[config.mk]
export PLATFORM = sky130hd
export DESIGN_NAME = pin_conditioner
export DESIGN_NICKNAME = d
export VERILOG_FILES = /design/src/rtl/pin_conditioner.sv
export SDC_FILE = /design/constraint.sdc
export NUM_CORES = 1
export LEC_CHECK = 0
export BUFFER_PORTS_ARGS = -buffer_cell sky130_fd_sc_hd__buf_2
export CORE_ASPECT_RATIO = 0.6
export CORE_MARGIN = 10
export CORE_UTILIZATION = 30
export DETAILED_ROUTE_END_ITERATION = 10
export PLACE_DENSITY_LB_ADDON = 0.25
export SLEW_MARGIN = 20
export SYNTH_ARGS = -nofsm -noshare
export SYNTH_HDL_FRONTEND = slang
export SYNTH_SLANG_ARGS = --single-unit
[constraint.sdc]
create_clock -name clk -period 1.6 [get_ports clk]
set_clock_uncertainty 0.05 [all_clocks]
set_input_delay 0.08 -clock clk [delete_from_list [all_inputs] [get_ports clk]]
set_output_delay 0.08 -clock clk [all_outputs]
set_load 0.05 [all_outputs]
[src/rtl/pin_conditioner.sv]
// pin_conditioner
//   Per-pin conditioning of raw asynchronous inputs such as buttons and switches.
//   Each pin passes through a two-flop synchronizer and then a debouncer.
//   Registered strobes report debounced edges and long presses.
//
// Parameters
//   PIN_NUM         number of independent pins
//   DEBOUNCE_CYCLES stable cycles needed to accept a new level (>= 2)
//   LONG_CYCLES     high-hold length that flags a long press (>= 1)
//   INIT_LEVEL      per-pin reset level of the synchronizer and pin_out
//
// Ports
//   clk         clock, all logic on the rising edge
//   rst_n       synchronous active-low reset
//   pin_in      raw asynchronous pins
//   pin_out     debounced level
//   rise_pulse  one-cycle strobe on a debounced 0->1
//   fall_pulse  one-cycle strobe on a debounced 1->0
//   long_press  one-cycle strobe when a high hold reaches LONG_CYCLES
//   held        high while a long press is in progress
module pin_conditioner #(
    parameter int unsigned        PIN_NUM         = 2,
    parameter int unsigned        DEBOUNCE_CYCLES = 750000,
    parameter int unsigned        LONG_CYCLES     = 75000000,
    parameter logic [PIN_NUM-1:0] INIT_LEVEL      = '0
) (
    input  logic               clk,
    input  logic               rst_n,
    input  logic [PIN_NUM-1:0] pin_in,
    output logic [PIN_NUM-1:0] pin_out,
    output logic [PIN_NUM-1:0] rise_pulse,
    output logic [PIN_NUM-1:0] fall_pulse,
    output logic [PIN_NUM-1:0] long_press,
    output logic [PIN_NUM-1:0] held
);

    localparam int unsigned DW = $clog2(DEBOUNCE_CYCLES);
    localparam int unsigned HW = $clog2(LONG_CYCLES + 1);

    localparam logic [DW-1:0] DEB_LAST  = DW'(DEBOUNCE_CYCLES - 1);
    localparam logic [DW-1:0] DEB_ONE   = DW'(1);
    localparam logic [HW-1:0] HOLD_MAX  = HW'(LONG_CYCLES);
    localparam logic [HW-1:0] HOLD_LAST = HW'(LONG_CYCLES - 1);
    localparam logic [HW-1:0] HOLD_ONE  = HW'(1);

    logic [PIN_NUM-1:0] sync1_q;
    logic [PIN_NUM-1:0] sync2_q;
    logic [PIN_NUM-1:0] pin_out_q, pin_out_d;
    logic [PIN_NUM-1:0] rise_q, rise_d;
    logic [PIN_NUM-1:0] fall_q, fall_d;
    logic [PIN_NUM-1:0] long_q, long_d;
    logic [PIN_NUM-1:0] held_q, held_d;

    logic [DW-1:0] deb_cnt_q  [PIN_NUM];
    logic [DW-1:0] deb_cnt_d  [PIN_NUM];
    logic [HW-1:0] hold_cnt_q [PIN_NUM];
    logic [HW-1:0] hold_cnt_d [PIN_NUM];

    always_comb begin
        pin_out_d = pin_out_q;
        rise_d    = '0;
        fall_d    = '0;
        long_d    = '0;
        held_d    = '0;
        for (int unsigned i = 0; i < PIN_NUM; i++) begin
            deb_cnt_d[i]  = '0;
            hold_cnt_d[i] = '0;
        end

        for (int unsigned i = 0; i < PIN_NUM; i++) begin
            // Debounce: any cycle where the synchronized level matches pin_out
            // restarts the count, so bounces never accumulate.
            if (sync2_q[i] != pin_out_q[i]) begin
                if (deb_cnt_q[i] == DEB_LAST) begin
                    pin_out_d[i] = sync2_q[i];
                end else begin
                    deb_cnt_d[i] = deb_cnt_q[i] + DEB_ONE;
                end
            end

            rise_d[i] = pin_out_d[i] & ~pin_out_q[i];
            fall_d[i] = ~pin_out_d[i] & pin_out_q[i];

            // Hold counting follows the registered level and saturates, so
            // long_press can fire only once per high period.
            if (pin_out_q[i]) begin
                if (hold_cnt_q[i] == HOLD_MAX) begin
                    hold_cnt_d[i] = hold_cnt_q[i];
                end else begin
                    hold_cnt_d[i] = hold_cnt_q[i] + HOLD_ONE;
                end
            end

            long_d[i] = pin_out_q[i] & (hold_cnt_q[i] == HOLD_LAST);
            // held drops together with pin_out, i.e. in the fall_pulse cycle.
            held_d[i] = pin_out_d[i] & (held_q[i] | long_d[i]);
        end
    end

    always_ff @(posedge clk) begin
        if (!rst_n) begin
            sync1_q   <= INIT_LEVEL;
            sync2_q   <= INIT_LEVEL;
            pin_out_q <= INIT_LEVEL;
            rise_q    <= '0;
            fall_q    <= '0;
            long_q    <= '0;
            held_q    <= '0;
            for (int unsigned i = 0; i < PIN_NUM; i++) begin
                deb_cnt_q[i]  <= '0;
                hold_cnt_q[i] <= '0;
            end
        end else begin
            sync1_q   <= pin_in;
            sync2_q   <= sync1_q;
            pin_out_q <= pin_out_d;
            rise_q    <= rise_d;
            fall_q    <= fall_d;
            long_q    <= long_d;
            held_q    <= held_d;
            for (int unsigned i = 0; i < PIN_NUM; i++) begin
                deb_cnt_q[i]  <= deb_cnt_d[i];
                hold_cnt_q[i] <= hold_cnt_d[i];
            end
        end
    end

    assign pin_out    = pin_out_q;
    assign rise_pulse = rise_q;
    assign fall_pulse = fall_q;
    assign long_press = long_q;
    assign held       = held_q;

endmodule

---- Yosys cells after proc, flatten, opt, wreduce, memory -nomap -nowiden ----
Memory sizes are Yosys's and may differ from the RTL's.
Index checks and enable logic that the tools add are counted.
W data, S select, Z words.
storage, ports and cells
  register bits ........................... 14
  RAM bits ................................ 94
  input port bits ......................... 4
  memories ................................ 2
operators by class
  add/sub/neg operators ................... 4
  muxes and demuxes ....................... 18
  equal/unequal tests ..................... 8
  bitwise logic cells ..................... 18
memories
  memory      words  bits a word  rd ports  clocked after memory_dff  write ports  RTL line  text
  hold_cnt_q  2      27           2         0                         2            56        logic [HW-1:0] hold_cnt_q [PIN_NUM];
  deb_cnt_q   2      20           2         0                         2            54        logic [DW-1:0] deb_cnt_q [PIN_NUM];
operators with widths
  kind                     number
  $mux W27                 6
  $mux W20                 6
  $eq A27 B27 Y1 const B   4
  $add A27 B1 Y27 const B  2
  $add A20 B1 Y20 const B  2
  $eq A20 B20 Y1 const B   2
  $and A1 B1 Y1            8
  $mux W1                  6
  $or A1 B1 Y1             6
  $not A1 Y1               4
  $ne A1 B1 Y1             2

---- Longest topological paths before layout ----
Gate-level depths: netlist (run 1).
  word-level depth ........................ 5
  gate-level depth with buffers ........... 7

---- Worst setup path after synthesis (run 1) ----
OpenSTA, ideal clock, no wires.
  path type ............................... reg-to-reg
  from .................................... memory deb_cnt_q[0][20] in the netlist's numbering
  to ...................................... memory deb_cnt_q[0][23] in the netlist's numbering
  setup time .............................. 0.117 ns
  stages on the path, launching flop included .. 8
  data required time ...................... 1.433 ns
  clock period less this slack ............ 1.701 ns
  setup slack ............................. -0.101 ns
  data arrival time ....................... 1.534 ns
  path through ............................ dfxtp_1 > ha_1 > nand4_1 > nor3_1 > nand4_1 > nand3_1 > buf_2 > nor2_1
RTL lines
  item             RTL line
  start, declared  54

==> metrics.yaml, run 1 <==
placement:
  place_congestion: 0.793
  postPlaceCellArea_mm2: 0.00566
  port_buffers: 13
  dpl.hpwl_um: 7380
routing:
  num_vias: 3869
  firstDrtPassIters: 4
  drt_iter0_markers: 260
  wl_um: 11000
  drc: 0
  ant_nets: 0
  wl_per_cell_um: 13.0
  viasPerCell: 4.60
yosys:
  postSynthCellCount: 511
  yosysSeqAreaShare_pct: 46.1
  synth_xor_area_share_pct: 16.1
  synth_area_mm2: 0.00469
  synthAdderAreaFrac_pct: 1.60
  ys_ff_latch: 108
  async_flop_share_pct: 0
  synth_edf_count: 0
  synthMuxAreaShare_pct: 0.853
  synth_compound_area_share_pct: 0.960
  synth-main-ff-cell: "dfxtp_1"
  synthesis.nets: 521
  ys.warnings.count: 0
  synth-simple-area-share_pct: 32.5
  syn_avg_cell_area_um2: 9.18
  synth_top_family_by_area: "simple AND/OR/NAND/NOR gates"
  synth_cell_types: 39
timing:
  slew_headroom_pct: 79.0
  finalWorstPathRequiredPeriod_ps: 1720
  finalCritPeriodShare_pct: 108
  rsz0062_at_grt: "yes"
  worst_pin_slew_ps: 314
  worst_slack_ps: -124
  maxSlewViolCount: 0
  setup_viol: 29
  max_clock_freq_mhz: 580
  hold_violations: 0
clocking:
  clk_latency_ps: 350
  clk_pin_slew_ps: 80
  cts_buffers: 9
  h-tree-depth: 3
  cts-root-buf: "clkbuf_16"
  cts.sinks: 108
  cts.path.max_buffers: 2
  cts_tree: "done"
layout:
  antenna_cells: 0
  layout_common_cells: "buf_4, dfxtp_1, nor2_1"
  post-route-util_pct: 43.0
  layout-drive-gt1-share_pct: 37.2
  fin_area_mm2: 0.00659
  syn2layout_area_growth_pct: 40.5
  final_nets: 644
  mostFrequentLayoutCell: "buf_4"
global_routing:
  antenna_found_initial: 0
  grt_pass1_vias: 3709
  grt_pass1_wl_um: 17700
  grt_max_degree: 28
  grt-ovfl-total: 0
  grt_usage_pct: 9.94
floorplan:
  initial_core_util_pct: 30.6
  fp-row-count: 35
  dieHeight_um: 117
  die_area_mm2: 0.0212
  die_w_um: 181
  fp.coreArea_mm2: 0.0153
  ioPinCount: 14
pwr:
  power_leakage_nw: 2.44
  ir_drop_uv: 469
  power_density_mw_per_mm2: 739
critical_path:
  cp_max_fo: 6
  worstPathRequired_ps: 1790
  start_kind: "flop"
  cp.arrival_ps: 1920
  cp-end-kind: "flop"
  crit_type: "flop to flop"
  ff2ff_path_depth: 6
outcome:
  status: "complete, but fails checks"
  violations: "setup timing"
worst_hold_path:
  whs_path_depth: 2
  min_path_type: "input port to flop"
run:
  cap_violations: 0
flip-flops by register name, summed over array words and instances (netlist names):
register    cells
hold_cnt_q     54
deb_cnt_q      40
fall_pulse      2
held            2
long_press      2
pin_out         2
rise_pulse      2
sync1_q         2
sync2_q         2
layer usage:
| layer | routed length [µm] | up-vias | track usage (%) | share of wire [%] |
|---|---|---|---|---|
| met4 | 39 | 0 | 1.94 | 0.36 |
| met2 | 4890 | 39 | 15.2 | 45 |
| met5 | 0 | - | 0 | 0 |
| met3 | 381 | 4 | 2.95 | 3.5 |
| met1 | 5650 | 1841 | 13.6 | 52 |
| li1 | - | 1985 | - | - |
worst paths after layout:
kind | startpoint | end | slack [ps]
worst max register to register | deb_cnt_q[0][9]$_SDFF_PP0_ | deb_cnt_q[0][6]$_SDFF_PP0_ | -120
worst min register to register | sync1_q[0]$_SDFF_PN0_ | sync2_q[0]$_SDFF_PN0_ | 390
worst min-delay path | rst_n | sync2_q[0]$_SDFF_PN0_ | 100
worst max-delay path | deb_cnt_q[0][9]$_SDFF_PP0_ | deb_cnt_q[0][6]$_SDFF_PP0_ | -120
timing repair:
| item | CTS | global route |
|---|---|---|
| setup buffers | 6 | 9 |
| pin swaps | 36 | 33 |
| setup endpoints to repair | 69 | 85 |
| cloned | 2 | 3 |
| hold buffers | 2 | 0 |
| gates resized for setup | 47 | 81 |
| endpoints found under the hold margin | 2 | 0 |
worst max-delay path, stage by stage, from the launching register on:
cell	delay, ps
dfxtp_2	330
or4b_1	530
nor3_2	170
nand4_2	180
nand3_4	180
buf_8	150
nor2_4	40
power breakdown:
| part | total (W) | switching, W | internal, W |
|---|---|---|---|
| Combinational | 0.0000574 | 0.0000295 | 0.0000279 |
| Clock | 0.00213 | 0.00105 | 0.00108 |
| Sequential | 0.00269 | 0.00000396 | 0.00268 |
synthesized netlist by cell type (2+ instances only):
| cell type | instances | area share (%) |
|---|---|---|
| nor4b_1 | 2 | 0.37 |
| xor2_1 | 62 | 12 |
| nor4_1 | 6 | 0.80 |
| nand4_2 | 3 | 0.80 |
| nand2_1 | 31 | 2.5 |
| and4_1 | 12 | 2.2 |
| or4_1 | 2 | 0.32 |
| nor4bb_1 | 2 | 0.43 |
| nand3_1 | 34 | 3.6 |
| inv_1 | 11 | 0.88 |
| xnor2_1 | 24 | 4.5 |
| or3_1 | 3 | 0.40 |
| a21oi_1 | 4 | 0.43 |
| o21ai_0 | 2 | 0.21 |
| mux2i_1 | 4 | 0.85 |
| clkbuf_1 | 7 | 0.56 |
| dfxtp_1 | 108 | 46 |
| nor2_1 | 103 | 8.2 |
| o21a_1 | 2 | 0.32 |
| nor4_4 | 6 | 2.7 |
| nor3_1 | 8 | 0.85 |
| and3_1 | 16 | 2.1 |
| ha_1 | 6 | 1.6 |
| nand3b_1 | 2 | 0.32 |
| nand4_1 | 26 | 3.5 |
| buf_2 | 4 | 0.43 |
| and2_1 | 9 | 1.2 |
cell type report:
type	instances	area, µm²
fill	1466	8730
sequential	108	2210
tap	203	254
inverter	11	41.3
clock inverter	7	62.6
multi-input combinational	380	2790
clock buffer	9	225
timing repair buffer	124	1020
cells by family (layout without fill, tap and decap cells):
kind of cell	count (synthesis)	after routing
AND/OR/NAND/NOR	276	276
flip-flops	108	108
XOR/XNOR	86	86
buffers and inverters	23	151
AO/OA/AOI/OAI	8	8
adder cells (fa/ha/maj)	6	6
multiplexers	4	4
per-stage QoR:
step	setup TNS (ps)	setup WS (ps)	std cells	total power, W	hold slack, ps
floorplan	-316	-17.1	511	0.00277	157
global placement	-2520	-177	805	0.00279	246
detailed placement	-4490	-200	805	0.00279	250
CTS	-2500	-152	831	0.00494	85.6
global route	-5850	-201	842	0.00506	115
finish	-2740	-124	842	0.00487	104
No activity file was read; power rests on OpenSTA's default activity.
==> inputs of run 2 (changes only) <==
==> constraint.sdc (replaced) <==
create_clock -name clk -period 1.6 [get_ports clk]
set_clock_uncertainty 0.05 [all_clocks]
set_input_delay 0.16 -clock clk [delete_from_list [all_inputs] [get_ports clk]]
set_output_delay 0.16 -clock clk [all_outputs]
set_load 0.05 [all_outputs]
==> metrics.yaml, run 2 (same netlist as run 1, synthesis figures left out) <==
global_routing:
  grt_usage_pct: 10.1  # +0.15 points
  grt_pass1_vias: 3621  # -2.4%
  grt_pass1_wl_um: 17600  # -0.12%
  antenna_found_initial: 0  # unchanged
  grt_max_degree: 28  # unchanged
  grt-ovfl-total: 0  # unchanged
floorplan:
  fp-row-count: 35  # unchanged
  ioPinCount: 14  # unchanged
  dieHeight_um: 117  # unchanged
  die_w_um: 181  # unchanged
  fp.coreArea_mm2: 0.0153  # unchanged
  die_area_mm2: 0.0212  # unchanged
  initial_core_util_pct: 30.6  # unchanged
pwr:
  power_density_mw_per_mm2: 751  # +1.7%
  ir_drop_uv: 479  # +2.1%
  power_leakage_nw: 2.43  # -0.11%
  p_total_w: 0.00486  # -0.31%
clocking:
  clk_latency_ps: 350  # about the same
  cts_tree: "done"
  cts-root-buf: "clkbuf_16"
  cts.sinks: 108  # unchanged
  clk_pin_slew_ps: 70  # about the same
  cts.path.max_buffers: 2  # unchanged
  cts_buffers: 9  # unchanged
  h-tree-depth: 3  # unchanged
critical_path:
  cp-end-kind: "flop"
  cp.arrival_ps: 1920  # about the same
  cpPeakStageDelay_ps: 530  # about the same
  slowest_stage: "or4_4"
  critPathTopFamily: "simple AND/OR/NAND/NOR gates"
  worstPathRequired_ps: 1780  # about the same
  cp_cell_sequence: "or4_4, nor4_4, buf_4, mux2i_1, nor2_1"
  critPathBufInv: 1  # unchanged
  crit_type: "flop to flop"
  start_kind: "flop"
  cp_max_fo: 5  # -1
run:
  cap_violations: 0  # unchanged
timing:
  slew_headroom_pct: 64.6  # -14 points
  worst_pin_slew_ps: 529  # +215 ps
  maxSlewViolCount: 0  # unchanged
  rsz0062_at_grt: "yes"
  holdWs_ps: 130  # +26.2 ps
  max_clock_freq_mhz: 574  # -1.0%
  setup_viol: 41  # +41%
  finalCritPeriodShare_pct: 109  # +1.1 points
  hold_violations: 0  # unchanged
  worst_slack_ps: -142  # -17.5 ps
  finalWorstPathRequiredPeriod_ps: 1740  # +17.5 ps
layout:
  top_register: "hold_cnt_q"
  mostFrequentLayoutCell: "buf_4"
  syn2layout_area_growth_pct: 37.7
  largest_reg_flops: 54  # unchanged
  top_regs: "hold_cnt_q (54), deb_cnt_q (40)"
  post-route-util_pct: 42.2  # -0.86 points
  regArea_mm2: 0.00219  # -0.79%
  multi_input_area_mm2: 0.00276  # -1.1%
  fillCellCount: 1512  # +3.1%
  layout_common_cells: "buf_4, dfxtp_1, nor2_1"
  layout-drive-gt1-share_pct: 34.2  # -3.1 points
  final_nets: 640  # -0.62%
  antenna_cells: 0  # unchanged
outcome:
  status: "complete, but fails checks"
  violations: "setup timing"
routing:
  wl_per_cell_um: 12.8  # -1.6%
  firstDrtPassIters: 4  # unchanged
  drt_iter0_markers: 187  # -28%
  wl_um: 10700  # -2.1%
  num_vias: 3785  # -2.2%
  drc: 0  # unchanged
  ant_nets: 0  # unchanged
  viasPerCell: 4.52  # -1.7%
placement:
  place_congestion: 0.783  # -1.3%
  port_buffers: 13  # unchanged
  dpl.hpwl_um: 7360  # -0.23%
worst_hold_path:
  min_path_type: "input port to flop"
==> run 2: cell types whose count changed in the layout (fill, tap and decap cells not counted), sizes merged <==
cell | before | now
buf | 120 | 117
clkbuf | 11 | 12
clkinv | 4 | 3
clkinvlp | 2 | 1
==> run 2: worst reg2reg max path: cells and delay by family (launching register included) <==
family | cells | cell delay (ps)
flip-flops | 1 | 350
buffers and inverters | 1 | 190
multiplexers | 1 | 190
AND/OR/NAND/NOR | 3 | 860
==> run 2: metal layers <==
metal	vias up	share of wire (%)	wire, µm	GRT usage [%]
li1	1971	-	-	-
met1	1776	54	5790	14.1
met2	26	43	4560	14.8
met3	12	2.3	251	2.61
met4	0	1.2	132	3.08
met5	-	0	0	0
==> run 2: worst paths after layout <==
check	depth (start not counted)	to	slack (ps)	start
max	5	hold_cnt_q[0][28]$_SDFFE_PN0P_	-140	hold_cnt_q[0][30]$_SDFFE_PN0P_
min	2	sync1_q[1]$_SDFF_PN0_	130	rst_n
max reg2reg	5	hold_cnt_q[0][28]$_SDFFE_PN0P_	-140	hold_cnt_q[0][30]$_SDFFE_PN0P_
min reg2reg	1	sync2_q[0]$_SDFF_PN0_	390	sync1_q[0]$_SDFF_PN0_
==> run 2: cell type report <==
cell class | instances | share of cell area, %
Clock buffer | 11 | 3.76
Multi-Input combinational cell | 380 | 42.7
Sequential cell | 108 | 33.9
Clock inverter | 5 | 0.542
Inverter | 11 | 0.639
Tap cell | 203 | 3.93
Timing Repair Buffer | 120 | 14.6
==> run 2: repair_timing <==
action,in CTS,in global routing
pin swaps,31,26
hold buffers,2,0
hold endpoints to repair,2,0
gates cloned,3,1
endpoints found under the setup margin,70,83
gates resized for setup,49,56
setup buffers,5,6
==> run 2: power by group <==
part	internal [W]	switching (W)
combinational	0.0000278	0.0000309
sequential	0.00269	0.00000496
clock	0.00110	0.00100
==> run 2: stage by stage <==
step                instance area [µm²]  worst slack [ps]  cells  TNS (ps)
global placement                   5670              -176    807     -2620
CTS                                6210              -114    833     -2560
detailed placement                 5670              -240    807     -4970
finish                             6460              -142    838     -2850
global route                       6460              -185    838     -7440
floorplan                          4700             -17.1    511      -316
==> inputs of run 3 (changes only) <==
--- a/config.mk
+++ b/config.mk
@@ -5,10 +5,12 @@
 export SDC_FILE = /design/constraint.sdc
 export NUM_CORES = 1
 export LEC_CHECK = 0
+export ABC_AREA = 1
 export BUFFER_PORTS_ARGS = -buffer_cell sky130_fd_sc_hd__buf_2
 export CORE_ASPECT_RATIO = 0.6
 export CORE_MARGIN = 10
 export CORE_UTILIZATION = 30
+export CTS_BUF_LIST = sky130_fd_sc_hd__clkbuf_8
 export DETAILED_ROUTE_END_ITERATION = 10
 export PLACE_DENSITY_LB_ADDON = 0.25
 export SLEW_MARGIN = 20
==> metrics.yaml, run 3 <==
outcome:
  status: "finished, final reports clean"
layout:
  mostFrequentLayoutCell: "nand2_1"
  largest_reg_flops: 54  # unchanged
  fillCellCount: 1989  # +32%
  post-route-util_pct: 35.5  # -6.7 points
  antenna_cells: 0  # unchanged
  layout-drive-gt1-share_pct: 11.9  # -22 points
  syn2layout_area_growth_pct: 14.8
  final_nets: 928  # +45%
  multi_input_area_mm2: 0.00317  # +15%
  top_register: "hold_cnt_q"
  regArea_mm2: 0.00217  # -0.74%
  layout_common_cells: "nand2_1, nor2_1, dfxtp_1"
  top_regs: "hold_cnt_q (54), deb_cnt_q (40)"
floorplan:
  ioPinCount: 14  # unchanged
  fp-row-count: 38  # +8.6%
  fp.coreArea_mm2: 0.0183  # +19%
  die_w_um: 197  # +8.8%
  dieHeight_um: 126  # +8.2%
  initial_core_util_pct: 30.9  # +0.32 points
  die_area_mm2: 0.0249  # +18%
global_routing:
  grt-ovfl-total: 0  # unchanged
  antenna_found_initial: 0  # unchanged
  grt_max_degree: 20  # -29%
  grt_pass1_wl_um: 23900  # +35%
  grt_pass1_vias: 4649  # +28%
  grt_usage_pct: 11.8  # +1.7 points
pwr:
  p_total_w: 0.00471  # -3.0%
  ir_drop_uv: 405  # -15%
  seqPwrFrac_pct: 57.3  # +1.8 points
  clockPowerShare_pct: 41.9  # -1.4 points
  netSwitchingPower_w: 0.00109  # +5.1%
  power_leakage_nw: 2.10  # -14%
  power_density_mw_per_mm2: 725  # -3.6%
  switching_share_pct: 23.1  # +1.8 points
  pwr-share-comb_pct: 0.9  # -0.3 points
  internal-power_w: 0.00362  # -5.3%
timing:
  hold_violations: 0  # unchanged
  slew_headroom_pct: 73.2  # +8.5 points
  max_clock_freq_mhz: 676  # +18%
  maxSlewViolCount: 0  # unchanged
  worst_pin_slew_ps: 399  # -130 ps
  rsz0062_at_grt: "yes"
  worst_slack_ps: 121  # +263 ps
  finalWorstPathRequiredPeriod_ps: 1480  # -263 ps
  setup_viol: 0  # -100%
  finalCritPeriodShare_pct: 92.4  # -16 points
critical_path:
  cpPeakStageDelay_ps: 370  # -160 ps
  cp_cell_sequence: "ha_1, nand3_1, inv_1, nand2_1, buf_4, o21ai_0, a21oi_1"
  cp_max_fo: 3  # -2
  slowest_stage: "dfxtp_1"
  cp.arrival_ps: 1710  # -210 ps
  crit_type: "flop to flop"
  cp-end-kind: "flop"
  worstPathRequired_ps: 1840  # +60 ps
  start_kind: "flop"
yosys:
  synthTopCellsByCount: "nand2_1, nor2_1, dfxtp_1"
  synthAdderAreaFrac_pct: 1.33  # -0.27 points
  yosysSeqAreaShare_pct: 38.2  # -7.9 points
  async_flop_share_pct: 0  # unchanged
  yosysMostFrequentCell: "nand2_1"
  synth_top_cells_by_area: "dfxtp_1, nand2_1, nor2_1"
  synthesis.nets: 883  # +69%
  synth-main-ff-cell: "dfxtp_1"
  synth_cell_types: 31  # -21%
  synth_top_cell_area_share_pct: 38.2  # -7.9 points
  synth_edf_count: 0  # unchanged
  synthMuxAreaShare_pct: 0  # -0.85 points
  synth_compound_area_share_pct: 6.87  # +5.9 points
  ys_ff_latch: 108  # unchanged
  syn_avg_cell_area_um2: 6.49  # -29%
  synth_top_family_by_area: "simple AND/OR/NAND/NOR gates"
  synth_xor_area_share_pct: 3.25  # -13 points
  synth_area_leader_cell: "dfxtp_1"
  ys.warnings.count: 0  # unchanged
  postSynthCellCount: 873  # +71%
  synth-simple-area-share_pct: 43.4  # +11 points
  synth_area_mm2: 0.00566  # +21%
routing:
  wl_per_cell_um: 12.3  # -4.1%
  drt_iter0_markers: 418  # +120%
  firstDrtPassIters: 5  # +1
  viasPerCell: 4.55  # +0.72%
  drc: 0  # unchanged
  wl_um: 14300  # +33%
  num_vias: 5291  # +40%
  ant_nets: 0  # unchanged
clocking:
  cts_buffers: 9  # unchanged
  cts.sinks: 108  # unchanged
  cts-root-buf: "clkbuf_8"
  cts_tree: "done"
  cts.path.max_buffers: 2  # unchanged
  clk_latency_ps: 400  # +50 ps
  clk_pin_slew_ps: 110  # +40 ps
  h-tree-depth: 3  # unchanged
placement:
  place_congestion: 0.848  # +8.3%
  dpl.hpwl_um: 11200  # +52%
  preCtsSetupSlack_ps: 47.1  # +287 ps
  port_buffers: 13  # unchanged
run:
  cap_violations: 0  # unchanged
worst_hold_path:
  min_path_type: "input port to flop"
==> run 3: cell types whose count changed after synthesis, sizes merged, moves of 9 or more <==
| cell | change |
|---|---|
| a21oi | +47 |
| and3 | -15 |
| and4 | -12 |
| inv | +82 |
| nand2 | +204 |
| nand3 | +18 |
| nand3b | +10 |
| nand4 | -9 |
| nor2 | +105 |
| nor3 | +11 |
| nor4 | -12 |
| o21ai | +18 |
| xnor2 | -19 |
| xor2 | -46 |
==> run 3: timing repair <==
item                                    4_1_cts  5_1_grt
hold buffers                                  2        0
endpoints found under the setup margin        0       51
hold endpoints to repair                      2        0
gates resized for setup                       0       23
setup buffers                                 0        0
==> run 3: worst paths after layout <==
check / startpoint / endpoint / slack [ps] / cells after the start
max reg2reg: deb_cnt_q[0][0]$_SDFF_PP0_ / deb_cnt_q[0][16]$_SDFF_PP0_ / 120 / 7
max: deb_cnt_q[0][0]$_SDFF_PP0_ / deb_cnt_q[0][16]$_SDFF_PP0_ / 120 / 7
min reg2reg: sync1_q[0]$_SDFF_PN0_ / sync2_q[0]$_SDFF_PN0_ / 380 / 2
min: rst_n / long_press[0]$_SDFF_PN0_ / 90 / 3
==> run 3: cell families after synthesis <==
family | count (synthesis)
AO/OA/AOI/OAI | 75
flip-flops | 108
adder cells (fa/ha/maj) | 6
XOR/XNOR | 21
buffers and inverters | 100
AND/OR/NAND/NOR | 563
==> run 3: per-stage QoR <==
stage	TNS (ps)	area (µm²)	std cells	hold WS [ps]
floorplan	0	5660	873	208
global placement	0	6180	1145	295
detailed placement	0	6180	1145	293
CTS	0	6420	1163	74.7
global route	-41.1	6500	1163	85.3
finish	0	6500	1163	91.1
==> run 3: layout make-up <==
cell class,instances,share of cell area [%]
clock buffer,9,1.91
clock inverter,7,1.60
inverter,93,5.37
multi-input combinational,665,48.8
sequential,108,33.4
tap,240,4.62
timing repair buffer,41,4.31
==> run 3: power by group through the flow <==
stage                     registers (W)  clock network, W  logic [W]
final                           0.00270           0.00197  0.0000411
after global routing            0.00270           0.00215  0.0000466
after CTS                       0.00270           0.00205  0.0000396
after detailed placement        0.00276                 0  0.0000358
after global placement          0.00276                 0  0.0000363
after floorplan                 0.00276                 0  0.0000219
==> run 3: per-layer routing <==
| metal | routed length (µm) | GRT usage [%] | part of all wire [%] |
|---|---|---|---|
| met4 | 116 | 2.70 | 0.81 |
| met3 | 813 | 2.93 | 5.7 |
| met2 | 4970 | 14.2 | 35 |
| met1 | 8390 | 19.4 | 59 |
| met5 | 0 | 0 | 0 |
==> run 3: worst max-delay path, delay by kind of cell (launching register included) <==
family / cells / cell delay [ps]
flip-flops: 1 / 370
buffers and inverters: 2 / 270
AO/OA/AOI/OAI: 2 / 250
AND/OR/NAND/NOR: 2 / 240
adder cells (fa/ha/maj): 1 / 200
